### src/rtl/gate_scan_ctrl.sv
// gate_scan_ctrl: bus master that steps the gate register through 1..N_GATES,
// confirms each write by readback, dwells on accepted gates and parks at 0.
module gate_scan_ctrl #(
  parameter int                    DATA_WIDTH  = 8,
  parameter logic [DATA_WIDTH-1:0] GATE_ADDR   = 8'h22,
  parameter int                    N_GATES     = 10,
  parameter int                    DWELL_WIDTH = 16
) (
  input  logic                   clk,
  input  logic                   res_n,
  input  logic                   start,
  input  logic                   stop,
  input  logic                   loop,
  input  logic [DWELL_WIDTH-1:0] dwell,
  input  logic [N_GATES-1:0]     mask,
  output logic [DATA_WIDTH-1:0]  bus_addr,
  output logic [DATA_WIDTH-1:0]  bus_wdata,
  output logic                   bus_we,
  input  logic [DATA_WIDTH-1:0]  bus_rdata,
  output logic [3:0]             gate_cur,
  output logic                   gate_valid,
  output logic                   busy,
  output logic                   done,
  output logic [7:0]             err_cnt
);

  typedef enum logic [3:0] {
    IDLE, SEEK, WRITE, WAIT1, WAIT2, CHECK, DWELL, PARK, PDONE
  } state_t;

  localparam logic [4:0]             LAST_GATE = 5'(N_GATES);
  localparam logic [3:0]             LAST_SEEK = 4'(N_GATES - 1);
  localparam logic [DWELL_WIDTH-1:0] DWELL_ONE = DWELL_WIDTH'(1);

  state_t                 state_q, state_d;
  logic [4:0]             cand_q, cand_d;
  logic [3:0]             seek_q, seek_d;
  logic [3:0]             gate_q, gate_d;
  logic [7:0]             err_q, err_d;
  logic [DWELL_WIDTH-1:0] cnt_q, cnt_d;
  logic [4:0]             cand_eff;
  logic                   cand_msk;
  logic                   cand_wrap;

  function automatic logic [7:0] sat_inc(input logic [7:0] v);
    return (v == 8'hFF) ? v : v + 8'd1;
  endfunction

  function automatic logic [DWELL_WIDTH-1:0] dwell_min1(input logic [DWELL_WIDTH-1:0] d);
    return (d == '0) ? DWELL_ONE : d;
  endfunction

  always_ff @(posedge clk or negedge res_n) begin
    if (!res_n) begin
      state_q <= IDLE;
      cand_q  <= 5'd1;
      seek_q  <= '0;
      gate_q  <= '0;
      err_q   <= '0;
    end else begin
      state_q <= state_d;
      cand_q  <= cand_d;
      seek_q  <= seek_d;
      gate_q  <= gate_d;
      err_q   <= err_d;
    end
  end

  // dwell counter is pure datapath: always loaded in CHECK before DWELL reads it
  always_ff @(posedge clk) begin
    cnt_q <= cnt_d;
  end

  always_comb begin
    state_d   = state_q;
    cand_d    = cand_q;
    seek_d    = seek_q;
    gate_d    = gate_q;
    err_d     = err_q;
    cnt_d     = cnt_q;
    cand_wrap = (cand_q > LAST_GATE);
    cand_eff  = cand_wrap ? 5'd1 : cand_q;
    cand_msk  = 1'b0;
    for (int i = 0; i < N_GATES; i++) begin
      if (cand_eff == 5'(i + 1)) cand_msk = mask[i];
    end

    unique case (state_q)
      IDLE: begin
        if (start && !stop) begin
          state_d = SEEK;
          cand_d  = 5'd1;
          seek_d  = '0;
        end
      end
      SEEK: begin
        if (cand_wrap && !loop) begin
          state_d = PARK;
        end else if (!cand_msk) begin
          state_d = WRITE;
          gate_d  = cand_eff[3:0];
        end else if (seek_q == LAST_SEEK) begin
          // every gate has been looked at once: nothing left to scan
          state_d = PARK;
        end else begin
          cand_d = cand_eff + 5'd1;
          seek_d = seek_q + 4'd1;
        end
      end
      WRITE: state_d = WAIT1;
      WAIT1: state_d = WAIT2;
      WAIT2: state_d = CHECK;
      CHECK: begin
        if (bus_rdata == DATA_WIDTH'(gate_q)) begin
          state_d = DWELL;
          cnt_d   = dwell_min1(dwell);
        end else begin
          state_d = SEEK;
          err_d   = sat_inc(err_q);
          cand_d  = {1'b0, gate_q} + 5'd1;
          seek_d  = '0;
        end
      end
      DWELL: begin
        if (cnt_q <= DWELL_ONE) begin
          state_d = SEEK;
          cand_d  = {1'b0, gate_q} + 5'd1;
          seek_d  = '0;
        end else begin
          cnt_d = cnt_q - DWELL_ONE;
        end
      end
      PARK:    state_d = PDONE;
      PDONE:   state_d = IDLE;
      default: state_d = IDLE;
    endcase

    if (stop && (state_q inside {SEEK, WRITE, WAIT1, WAIT2, CHECK, DWELL})) begin
      state_d = PARK;
    end
    if (state_d == PARK) gate_d = '0;
  end

  assign bus_we     = (state_q == WRITE) || (state_q == PARK);
  assign bus_addr   = (state_q == IDLE) ? '0 : GATE_ADDR;
  assign bus_wdata  = (state_q == WRITE) ? DATA_WIDTH'(gate_q) : '0;
  assign gate_cur   = gate_q;
  assign gate_valid = (state_q == DWELL);
  assign busy       = (state_q != IDLE);
  assign done       = (state_q == PDONE);
  assign err_cnt    = err_q;

endmodule

### config.mk
export PLATFORM = sky130hd
export DESIGN_NAME = gate_scan_ctrl
export DESIGN_NICKNAME = d
export VERILOG_FILES = /design/src/rtl/gate_scan_ctrl.sv
export SDC_FILE = /design/constraint.sdc
export NUM_CORES = 1
export LEC_CHECK = 0
export ABC_AREA = 1
export ABC_CLOCK_PERIOD_IN_PS = 2300
export CORE_MARGIN = 5
export CORE_UTILIZATION = 25
export CTS_CLUSTER_DIAMETER = 50
export CTS_CLUSTER_SIZE = 12
export DETAILED_ROUTE_END_ITERATION = 7
export PLACE_DENSITY = 0.58
export SETUP_SLACK_MARGIN = 0.3
export SYNTH_ARGS = -nofsm -noshare
export SYNTH_HDL_FRONTEND = slang
export SYNTH_SLANG_ARGS = --single-unit
### constraint.sdc
create_clock -name clk -period 2.3 [get_ports clk]
set_input_delay 0.46 -clock clk [delete_from_list [all_inputs] [get_ports clk]]
set_output_delay 0.46 -clock clk [all_outputs]
set_load 0.01 [all_outputs]
==> run_results.csv <==
group,metric,value,unit
outcome,outcome,"finished clean",
critical_path,cp_num_buf_inv,3,
worst_hold_path,min_path_cells,1,
grt,grt.total_usage,11.5,%
critical_path,startpoint_type,"register",
synth,synth_warnings,0,
clock_tree,htreeDepth,2,
synth,ys_seq_area_share,39.1,%
placement,portBuffers,60,
pwr,p_leak,0.00183,uW
finish,fillCellCount,1109,
critical_path,end_kind,"primary output",
finish,syn_to_final_growth,45.3,%
timing,period_share,89.3,%
drt,drt_iter0_drc,94,
drt,wl_per_cell,13.1,um
floorplanning,start_util,25.8,%
timing,hold_viol,0,
finish,nNetsFinal,498,
timing,timing.fmax,487,MHz
clock_tree,numClockSinks,41,
drt,drc,0,
timing,finalSetupViolations,0,
drt,post_drt_via_cell_ratio,4.58,
critical_path,worstPathRequired,1840,ps
clock_tree,cts_tree,"built",
floorplanning,dieArea,13600,sq um
grt,grt_antenna_before_repair,0,
synth,synth_fa_ha_area_share,2.65,%
clock_tree,cts_buffers,5,
timing,maxSlewViolCount,0,
timing,rsz0062_at_grt,"true",
placement,dp_cells,563,
clock_tree,clkTransAtPathRegs,60,ps
timing,max_slew.worst_pin.slew,600,ps
synth,syn_area,2840,sq um
placement,gp_congestion,0.822,
finish,multiInputGateArea,1660,sq um
worst_hold_path,hp-class,"register to register",
pwr,ir_worst_vdd,455,uV
grt,grt_pass1_wl,12.5,mm
placement,dpl.hpwl,5.78,mm
synth,synth_xor_area_share,5.87,%
floorplanning,pin_count,71,
critical_path,r2r_cells,10,
timing,slew_headroom,59.8,%
critical_path,critPathMaxStageDelay,410,ps
critical_path,path_delay_family,"flip-flops",
synth,netlist_instances,358,
drt,routed_wl,7.80,mm
grt,grt-ovfl-total,0,
critical_path,crit_chain,"nor2_1 > inv_2 > nor3_4 > inv_2 > o21ai_0 > clkbuf_2",
floorplanning,row_count,38,
finish,post_route_cells_drive_above_1_share,28.2,%
critical_path,worstPathArrival,1590,ps
synth,yosys_register_bits,41,
clock_tree,ctsHoldBuffers,0,
floorplanning,core-area,11000,sq um
floorplanning,die_w,116,um
critical_path,crit_top_cell,"inv_2",
grt,grt_pass1_vias,2698,
finish,diodes,0,
finish,ff_latch_area,1110,sq um
synth,yosys.area_share.simple,29.6,%
drt,vias,2722,
drt,drtAntennaViolNets,0,
critical_path,crit_fanout,6,
clock_tree,root_buffer,"clkbuf_16",
synth,synth_compound_area_share,12.0,%
drt,drt_pass1_iterations,4,
timing,skew,6.60,ps
finish,final-instance-count-excl-fill,594,
synth,ys_types,43,
pwr,power.density,1200,nW/um^2
grt,grt_max_degree,26,
synth,syn_area_per_cell,7.92,sq um
critical_path,crit_slowest_cell,"dfrtp_1",
timing,tns,0,ps
critical_path,critPathKind,"register to primary output",
clock_tree,clk_latency,280,ps
timing,final.min_clock_period,2050,ps
synth,synth_top_family_by_area,"simple AND/OR/NAND/NOR gates",
critical_path,worst-path-stages,6,
flow_run,drv_cap,0,
floorplanning,dieHeight,116,um
synth,synthMuxAreaShare,0.397,%
clock_tree,clockBufferDepth,2,
layout by cell type (no fill, tap or decap), types with 6 or more instances in the layout:
master and instances:
dfrtp_1 22, or2_2 6, nand3_1 12, nor2_2 6, inv_2 9, nand2_2 11
clkdlybuf4s50_1 47, ha_1 6, o21ai_0 15, o21ai_1 7, nand3_2 9, edfxtp_1 16
nor2_1 29, inv_1 36, xor2_1 10, nand2_1 67, o21ai_2 9, buf_4 28
xnor2_1 9, conb_1 10, nand2_4 7
worst reg2reg max path, cell delays in order, from the launching register on:
cell and delay (ps):
edfxtp_1 420, or2_2 310, nor3_1 170, o2111ai_1 170
o21ai_2 230, nor2_4 110, a31oi_4 170, nand2_4 110
buf_6 140, nand2_2 40, o21ai_1 60
cell usage after synthesis:
cell type  number  area (sq um)
nor2_1         37           139
o21ai_0        17          85.1
nor2_4          1          11.3
conb_1          1          3.75
nand4_1         5          31.3
nand2_4         1          11.3
a21oi_1         4          20.0
o2111ai_1       3          26.3
inv_1          41           154
or2_2           6          37.5
ha_1            6          75.1
edfxtp_1       16           480
a31oi_1         5          31.3
inv_2           4          15.0
dfstp_2         1          26.3
nand2_1        78           293
o211ai_1        1          7.51
clkbuf_1        2          7.51
o31ai_1         1          7.51
nand3_1        20           100
nor4_1          7          43.8
xnor2_1         9          78.8
o41ai_2         1          16.3
a22oi_1         1          7.51
a31oi_4         1          21.3
mux2_2          1          11.3
nand2_2         6          37.5
nor2_2          1          6.26
nor3_2          2          20.0
xor2_1         10          87.6
buf_4          12          90.1
nand3_2         2          20.0
nor3_4          1          16.3
o21ai_2         8          70.1
o21ai_1         6          30.0
nand3b_1        1          7.51
or3_1           1          6.26
nand4_2         1          12.5
inv_4           2          12.5
a21oi_4         1          16.3
nor3_1          9          45.0
buf_8           1          15.0
dfrtp_1        24           601
path summary, 6_finish.rpt:
kind,start,end,slack (ps)
setup / recovery,state_q[2],bus_we,250
hold / removal,err_cnt[4],err_cnt[4],490
setup reg to reg,cnt_q[14],seek_q[2],250
hold reg to reg,err_cnt[4],err_cnt[4],490
max in group asynchronous,res_n,cand_q[0],1450
min in group asynchronous,res_n,err_cnt[4],560
where the power goes:
part           internal [uW]  leakage (uW)  switching (uW)
logic                   1210       0.00129            1650
registers               1130      0.000465             279
clock network            398     0.0000739             282
total                   2730       0.00183            2210
metal layers:
metal	track usage (%)	up-vias	share of wire [%]
met3	2.54	16	6.1
met5	0	-	0
met1	14.9	1264	44
met2	19.0	90	48
met4	3.79	0	1.9
li1	-	1352	-
per-stage QoR:
stage / instance area, sq um / hold WS [ps] / total power, uW / util, % / worst slack [ps]
2_1_floorplan: 2870 / 164 / 2950 / - / 350
4_1_cts: 3970 / 504 / 4690 / 36.1 / 143
6_report: 4120 / 493 / 4950 / 37.5 / 247
3_5_place_dp: 3620 / 490 / 3690 / 33.0 / 24.0
5_1_grt: 4120 / 519 / 5360 / 37.5 / 95.6
3_3_place_gp: 3620 / 482 / 3630 / 33.0 / 58.6
sequential cells by signal (all words and copies together) (netlist names):
signal / flops
cand_q: 5
err_cnt: 8
seek_q: 4
state_q: 4
cnt_q: 16
gate_cur: 4
timing repair:
action                     in CTS  in global routing
cloned                          1                  1
pin swaps                      14                 13
setup endpoints to repair      26                 44
setup buffers                  14                  7
resized for setup              53                 37
kinds of logic (layout without fill, tap and decap cells):
kind of cell,Yosys count,after routing
and+or+nand+nor,179,179
other,1,10
DFF,41,41
buffers and inverters,62,149
adders and majority gates,6,6
AOI/OAI and AO/OA,49,49
xor gates and xnor gates,19,19
muxes,1,1
final cells by class:
class / instances / area share (%)
Clock buffer: 5 / 3.04
Clock inverter: 3 / 0.395
Inverter: 47 / 4.53
Multi-Input combinational cell: 264 / 40.2
Sequential cell: 41 / 26.9
Tap cell: 140 / 4.25
Timing Repair Buffer: 93 / 20.5
Timing Repair inverter: 1 / 0.152
No activity file was read; power rests on OpenSTA's default activity.
